`src/rtl/pc_fetch_unit.sv`:
```
// pc_fetch_unit
//   Instruction-fetch stage of the 64-bit MIPS pipeline. Holds the PC, drives
//   the (combinational) instruction memory address and captures the returned
//   word together with its PC into the IF/ID pipeline register. Handles
//   sequential +4 fetch, taken branch/jump redirect, hazard stall and flush.
//
// Ports
//   clk            rising-edge clock
//   reset          synchronous, active-high reset
//   stall          hold PC and IF/ID
//   flush          squash IF/ID contents (bubble)
//   redirect       taken branch/jump from EX
//   redirect_pc    branch/jump target (low two bits dropped)
//   instr_data     word from instruction memory at instr_addr
//   instr_addr     current PC, to instruction memory
//   ifid_instr     registered instruction
//   ifid_pc        PC of ifid_instr
//   ifid_pc_plus4  ifid_pc + 4
//   ifid_valid     1 = real instruction, 0 = bubble
//   misalign_err   one-cycle pulse after a redirect to a non word-aligned target
module pc_fetch_unit #(
  parameter int unsigned             ADDR_W   = 64,
  parameter int unsigned             INSTR_W  = 32,
  parameter logic [ADDR_W-1:0]       RESET_PC = '0,
  parameter logic [INSTR_W-1:0]      NOP_WORD = '0
) (
  input  logic                clk,
  input  logic                reset,
  input  logic                stall,
  input  logic                flush,
  input  logic                redirect,
  input  logic [ADDR_W-1:0]   redirect_pc,
  input  logic [INSTR_W-1:0]  instr_data,
  output logic [ADDR_W-1:0]   instr_addr,
  output logic [INSTR_W-1:0]  ifid_instr,
  output logic [ADDR_W-1:0]   ifid_pc,
  output logic [ADDR_W-1:0]   ifid_pc_plus4,
  output logic                ifid_valid,
  output logic                misalign_err
);

  logic [ADDR_W-1:0]  pc_q, pc_d;
  logic [INSTR_W-1:0] ifid_instr_q, ifid_instr_d;
  logic [ADDR_W-1:0]  ifid_pc_q, ifid_pc_d;
  logic [ADDR_W-1:0]  ifid_pc_plus4_q, ifid_pc_plus4_d;
  logic               ifid_valid_q, ifid_valid_d;
  logic               misalign_err_q, misalign_err_d;
  logic [ADDR_W-1:0]  pc_plus4;

  // Wraps modulo 2^ADDR_W with no flag.
  assign pc_plus4 = pc_q + ADDR_W'(4);

  always_comb begin
    // PC: redirect beats stall; flush alone does not affect the PC.
    pc_d = pc_q;
    if (redirect) begin
      pc_d = {redirect_pc[ADDR_W-1:2], 2'b00};
    end else if (!stall) begin
      pc_d = pc_plus4;
    end
  end

  always_comb begin
    ifid_instr_d    = ifid_instr_q;
    ifid_pc_d       = ifid_pc_q;
    ifid_pc_plus4_d = ifid_pc_plus4_q;
    ifid_valid_d    = ifid_valid_q;
    // The word fetched alongside a redirect is on the wrong path, so it is
    // bubbled exactly like a flush; the bubble keeps the old PC fields.
    if (redirect || flush) begin
      ifid_instr_d = NOP_WORD;
      ifid_valid_d = 1'b0;
    end else if (!stall) begin
      ifid_instr_d    = instr_data;
      ifid_pc_d       = pc_q;
      ifid_pc_plus4_d = pc_plus4;
      ifid_valid_d    = 1'b1;
    end
  end

  always_comb begin
    misalign_err_d = redirect && (redirect_pc[1:0] != 2'b00);
  end

  always_ff @(posedge clk) begin
    if (reset) begin
      pc_q            <= RESET_PC;
      ifid_instr_q    <= NOP_WORD;
      ifid_pc_q       <= '0;
      ifid_pc_plus4_q <= '0;
      ifid_valid_q    <= 1'b0;
      misalign_err_q  <= 1'b0;
    end else begin
      pc_q            <= pc_d;
      ifid_instr_q    <= ifid_instr_d;
      ifid_pc_q       <= ifid_pc_d;
      ifid_pc_plus4_q <= ifid_pc_plus4_d;
      ifid_valid_q    <= ifid_valid_d;
      misalign_err_q  <= misalign_err_d;
    end
  end

  assign instr_addr    = pc_q;
  assign ifid_instr    = ifid_instr_q;
  assign ifid_pc       = ifid_pc_q;
  assign ifid_pc_plus4 = ifid_pc_plus4_q;
  assign ifid_valid    = ifid_valid_q;
  assign misalign_err  = misalign_err_q;

endmodule

```
`config.mk`:
```
export PLATFORM = sky130hd
export DESIGN_NAME = pc_fetch_unit
export DESIGN_NICKNAME = d
export VERILOG_FILES = /design/src/rtl/pc_fetch_unit.sv
export SDC_FILE = /design/constraint.sdc
export NUM_CORES = 1
export LEC_CHECK = 0
export ABC_CLOCK_PERIOD_IN_PS = 2700
export CAP_MARGIN = 5
export CORE_AREA = 3 3 163 165
export CTS_CLUSTER_DIAMETER = 50
export DETAILED_ROUTE_END_ITERATION = 10
export DIE_AREA = 0 0 166 168
export MAX_ROUTING_LAYER = met4
export PLACE_DENSITY = 0.7
export SYNTH_ARGS = -nofsm -noshare
export SYNTH_HDL_FRONTEND = slang
export SYNTH_SLANG_ARGS = --single-unit
```
`constraint.sdc`:
```
create_clock -name clk -period 2.7 [get_ports clk]
set_input_delay 0.27 -clock clk [delete_from_list [all_inputs] [get_ports clk]]
set_output_delay 0.27 -clock clk [all_outputs]
set_load 0.02 [all_outputs]
```
==> impl_metrics.csv <==
group,metric,value,unit
floorplan,ios,327,
logic_synthesis,ys_seq_area_share,43.93,%
power,p_per_area,591.0,nW/um^2
logic_synthesis,synth_top_cell_by_area,"dfxtp_1",
floorplan,rows,58,
timing,fmax,400.0,MHz
final_layout,fin_cells,1890,
clock_tree,clock_tree.root_cell,"clkbuf_16",
logic_synthesis,synthMuxAreaShare,4.294,%
placement,dp_cells,1831,
timing,finalMaxSlewViolations,0,
routing,drtIter0Drc,774,
logic_synthesis,synth_area,10020,sq um
floorplan,core_area,25180,sq um
logic_synthesis,synthAdderAreaFrac,0.1248,%
logic_synthesis,synth.area.top_cells,"dfxtp_1, nand2_1, nor2_1, a211oi_1, xnor2_1",
clock_tree,clk_pin_slew_worst_paths,0.06,ns
logic_synthesis,synthDistinctLibCells,47,
logic_synthesis,synth_top_family_by_area,"simple AND/OR/NAND/NOR gates",
logic_synthesis,synth_area_per_cell,8.183,sq um
placement,place_hpwl,24.10,mm
final_layout,fin_area,14810,sq um
power,peakVddDrop,0.0005433,V
power,p_total,0.008755,W
status,outcome,"finished, final reports clean",
worst_setup_path,cp-startpoint,"instr_addr[2]$_SDFFE_PP0P_",
global_routing,antenna_found_initial,4,
floorplan,chipHeight,168,um
final_layout,fin_util,58.83,%
floorplan,fp.dieW,166,um
power,p_int,0.006420,W
logic_synthesis,yosys.area_share.xor_xnor,8.912,%
worst_setup_path,end_kind,"register",
logic_synthesis,async_flop_share,0,%
global_routing,grt_first_pass_wirelength,53.79,mm
final_layout,nets,1635,
power,pwr-share-seq,40.0,%
worst_setup_path,cp.arrival,2.93,ns
logic_synthesis,synth_cells,1225,
placement,placement.cell_area,13760,sq um
logic_synthesis,yosysWarningCount,0,
routing,vias,9855,
logic_synthesis,synth_compound_area_share,12.93,%
hold_path,hold_class,"input pin to register",
power,p_comb_share,13.7,%
clock_tree,insertion_delay,0.55,ns
worst_setup_path,critPathMaxFanout,8,
routing,drc,0,
global_routing,overflow,0,
timing,relSlewSlack,26.22,%
power,p_leak,5.112,nW
final_layout,area_growth,47.78,%
timing,tns,0,ns
timing,clock_skew,0.01153,ns
run,cap_violations,0,
placement,io_buffers,320,
routing,met3_wirelength,2.652,mm
power,p_sw_share,26.67,%
logic_synthesis,synth-simple-area-share,24.63,%
routing,top_layer,"met4",
placement,routabilityCongestion,0.8955,
worst_setup_path,start_kind,"register",
final_layout,fillerInstances,2246,
routing,wl_met1,14.82,mm
routing,drtAntennaViolNets,0,
final_layout,drive_above_1_share,9.769,%
global_routing,grt_pass1_vias,9629,
power,power_switching,0.002335,W
logic_synthesis,synth_common_cells,"dfxtp_1, nand2_1, nor2_1, clkbuf_1, a21oi_1",
clock_tree,clock_path_buffers,3,
floorplan,die-area,27890,sq um
routing,avgViaCountPerCell,5.214,
logic_synthesis,synth_flop_cell,"dfxtp_1",
logic_synthesis,yosysTopAreaCellShare,43.93,%
timing,worst_slew_pin_slew,1.107,ns
floorplan,start_util,39.81,%
timing,hold_viol,0,
clock_tree,cts_buffers,30,
clock_tree,cts_setup_buffers,0,
worst_setup_path,timing.rr.start,"instr_addr[2]$_SDFFE_PP0P_",
routing,dr_wl_met2,15.74,mm
routing,drt_first_pass_iters,5,
timing,min_period_over_period,92.59,%
clock_tree,cts_tree,"built",
logic_synthesis,synth_seq_cells,220,
logic_synthesis,synth_edf_count,0,
clock_tree,hold_buffers,0,
timing,rsz0062_at_grt,"no",
logic_synthesis,yosysMostFrequentCell,"dfxtp_1",
global_routing,grt_max_degree,190,
routing,routed_wl,34.26,mm
hold_path,min_from,"stall",
worst_setup_path,critPathKind,"register to register",
power,pwr-share-clk,46.3,%
clock_tree,cts.sinks,220,
clock_tree,cts_max_level,1,
global_routing,grt_usage,24.12,%
worst_setup_path,required,3.13,ns
timing,setup_viol,0,
timing,period_minus_slack,2.500,ns
routing,wl_per_cell,18.13,um
-- timing repair --
| action | in CTS | in global routing |
|---|---|---|
| endpoints found under the setup margin | 0 | 1 |
| resized for setup | 0 | 2 |
| endpoints found under the hold margin | 0 | 0 |
-- placed cells by master (no fill, tap or decap), drive strengths merged, types with 2 or more instances in the layout --
| cell type | n |
|---|---|
| xor2 | 45 |
| a21oi | 88 |
| and3 | 8 |
| or2 | 5 |
| buf | 72 |
| nand4b | 4 |
| nand2 | 180 |
| a211oi | 73 |
| nand3b | 4 |
| dfxtp | 220 |
| nor2 | 172 |
| bufinv | 3 |
| a311oi | 13 |
| mux2i | 43 |
| clkinvlp | 4 |
| clkinv | 10 |
| nor2b | 5 |
| and2 | 5 |
| nor3 | 35 |
| or3 | 25 |
| diode | 4 |
| o21bai | 5 |
| or4 | 5 |
| o21ai | 19 |
| inv | 9 |
| clkbuf | 34 |
| clkdlybuf4s50 | 318 |
| nand4 | 23 |
| and4 | 8 |
| xnor2 | 57 |
| nand3 | 30 |
| conb | 6 |
| nor4 | 19 |
| o31ai | 2 |
-- per-layer routing --
layer,vias up,GRT usage (%)
li1,4827,-
met1,4606,30.24
met2,360,38.72
met3,62,6.128
met4,0,7.125
met5,-,-
-- metrics by stage --
| stage | setup slack (ns) | hold slack, ns |
|---|---|---|
| final | 0.2000 | 0.2400 |
| after global routing | 0.006041 | 0.2716 |
| after CTS | 0.2104 | 0.2101 |
| after detailed placement | 0.2271 | 0.4373 |
| after global placement | 0.2654 | 0.4325 |
| after floorplan | 0.1037 | 0.4114 |
-- state kept, by name, summed over array words and instances (netlist names) --
| signal | count |
|---|---|
| ifid_valid | 1 |
| instr_addr | 62 |
| ifid_instr | 32 |
| ifid_pc_plus4 | 62 |
| ifid_pc | 62 |
| misalign_err | 1 |
-- path summary, 6_finish.rpt --
kind | end | slack, ns | cells past startpoint
max | instr_addr[58]$_SDFFE_PP0P_ | 0.20 | 7
min reg2reg | ifid_valid$_SDFFE_PP0N_ | 0.44 | 2
min | instr_addr[16]$_SDFFE_PP0P_ | 0.24 | 4
max reg2reg | instr_addr[58]$_SDFFE_PP0P_ | 0.20 | 7
-- power by group through the flow --
stage / Clock, W / Combinational (W) / Sequential, W
2_1_floorplan: 0 / 0.000443 / 0.00371
3_3_place_gp: 0 / 0.00120 / 0.00357
3_5_place_dp: 0 / 0.00120 / 0.00357
4_1_cts: 0.00413 / 0.00121 / 0.00350
5_1_grt: 0.00428 / 0.00129 / 0.00352
6_report: 0.00405 / 0.00120 / 0.00350
-- kinds of logic (layout without fill, tap and decap cells) --
group,Yosys count,after routing
other,1,10
multiplexers,43,43
buffers and inverters,124,450
adder cells (fa/ha/maj),1,1
AND/OR/NAND/NOR,530,530
XOR/XNOR,102,102
flip-flops,220,220
AO/OA/AOI/OAI,204,204
-- layout make-up --
type                            count  area [sq um]  area share, %
Multi-Input combinational cell    886          5136          34.67
Clock inverter                     21         231.5          1.563
Clock buffer                       34         807.0          5.448
Timing Repair Buffer              390          3790          25.58
Sequential cell                   220          4407          29.75
Inverter                            5         20.02         0.1351
Antenna cell                        4         10.01        0.06757
Tap cell                          330         412.9          2.787
-- worst max-delay path, stage by stage, from the launching register on --
cell	delay, ns
dfxtp_1	0.34
ha_1	0.25
nand4_2	0.23
or3_1	0.49
or4_4	0.60
nor4_2	0.23
xnor2_1	0.15
a21oi_1	0.08
Note: power is estimated with default switching activity, not from simulation.
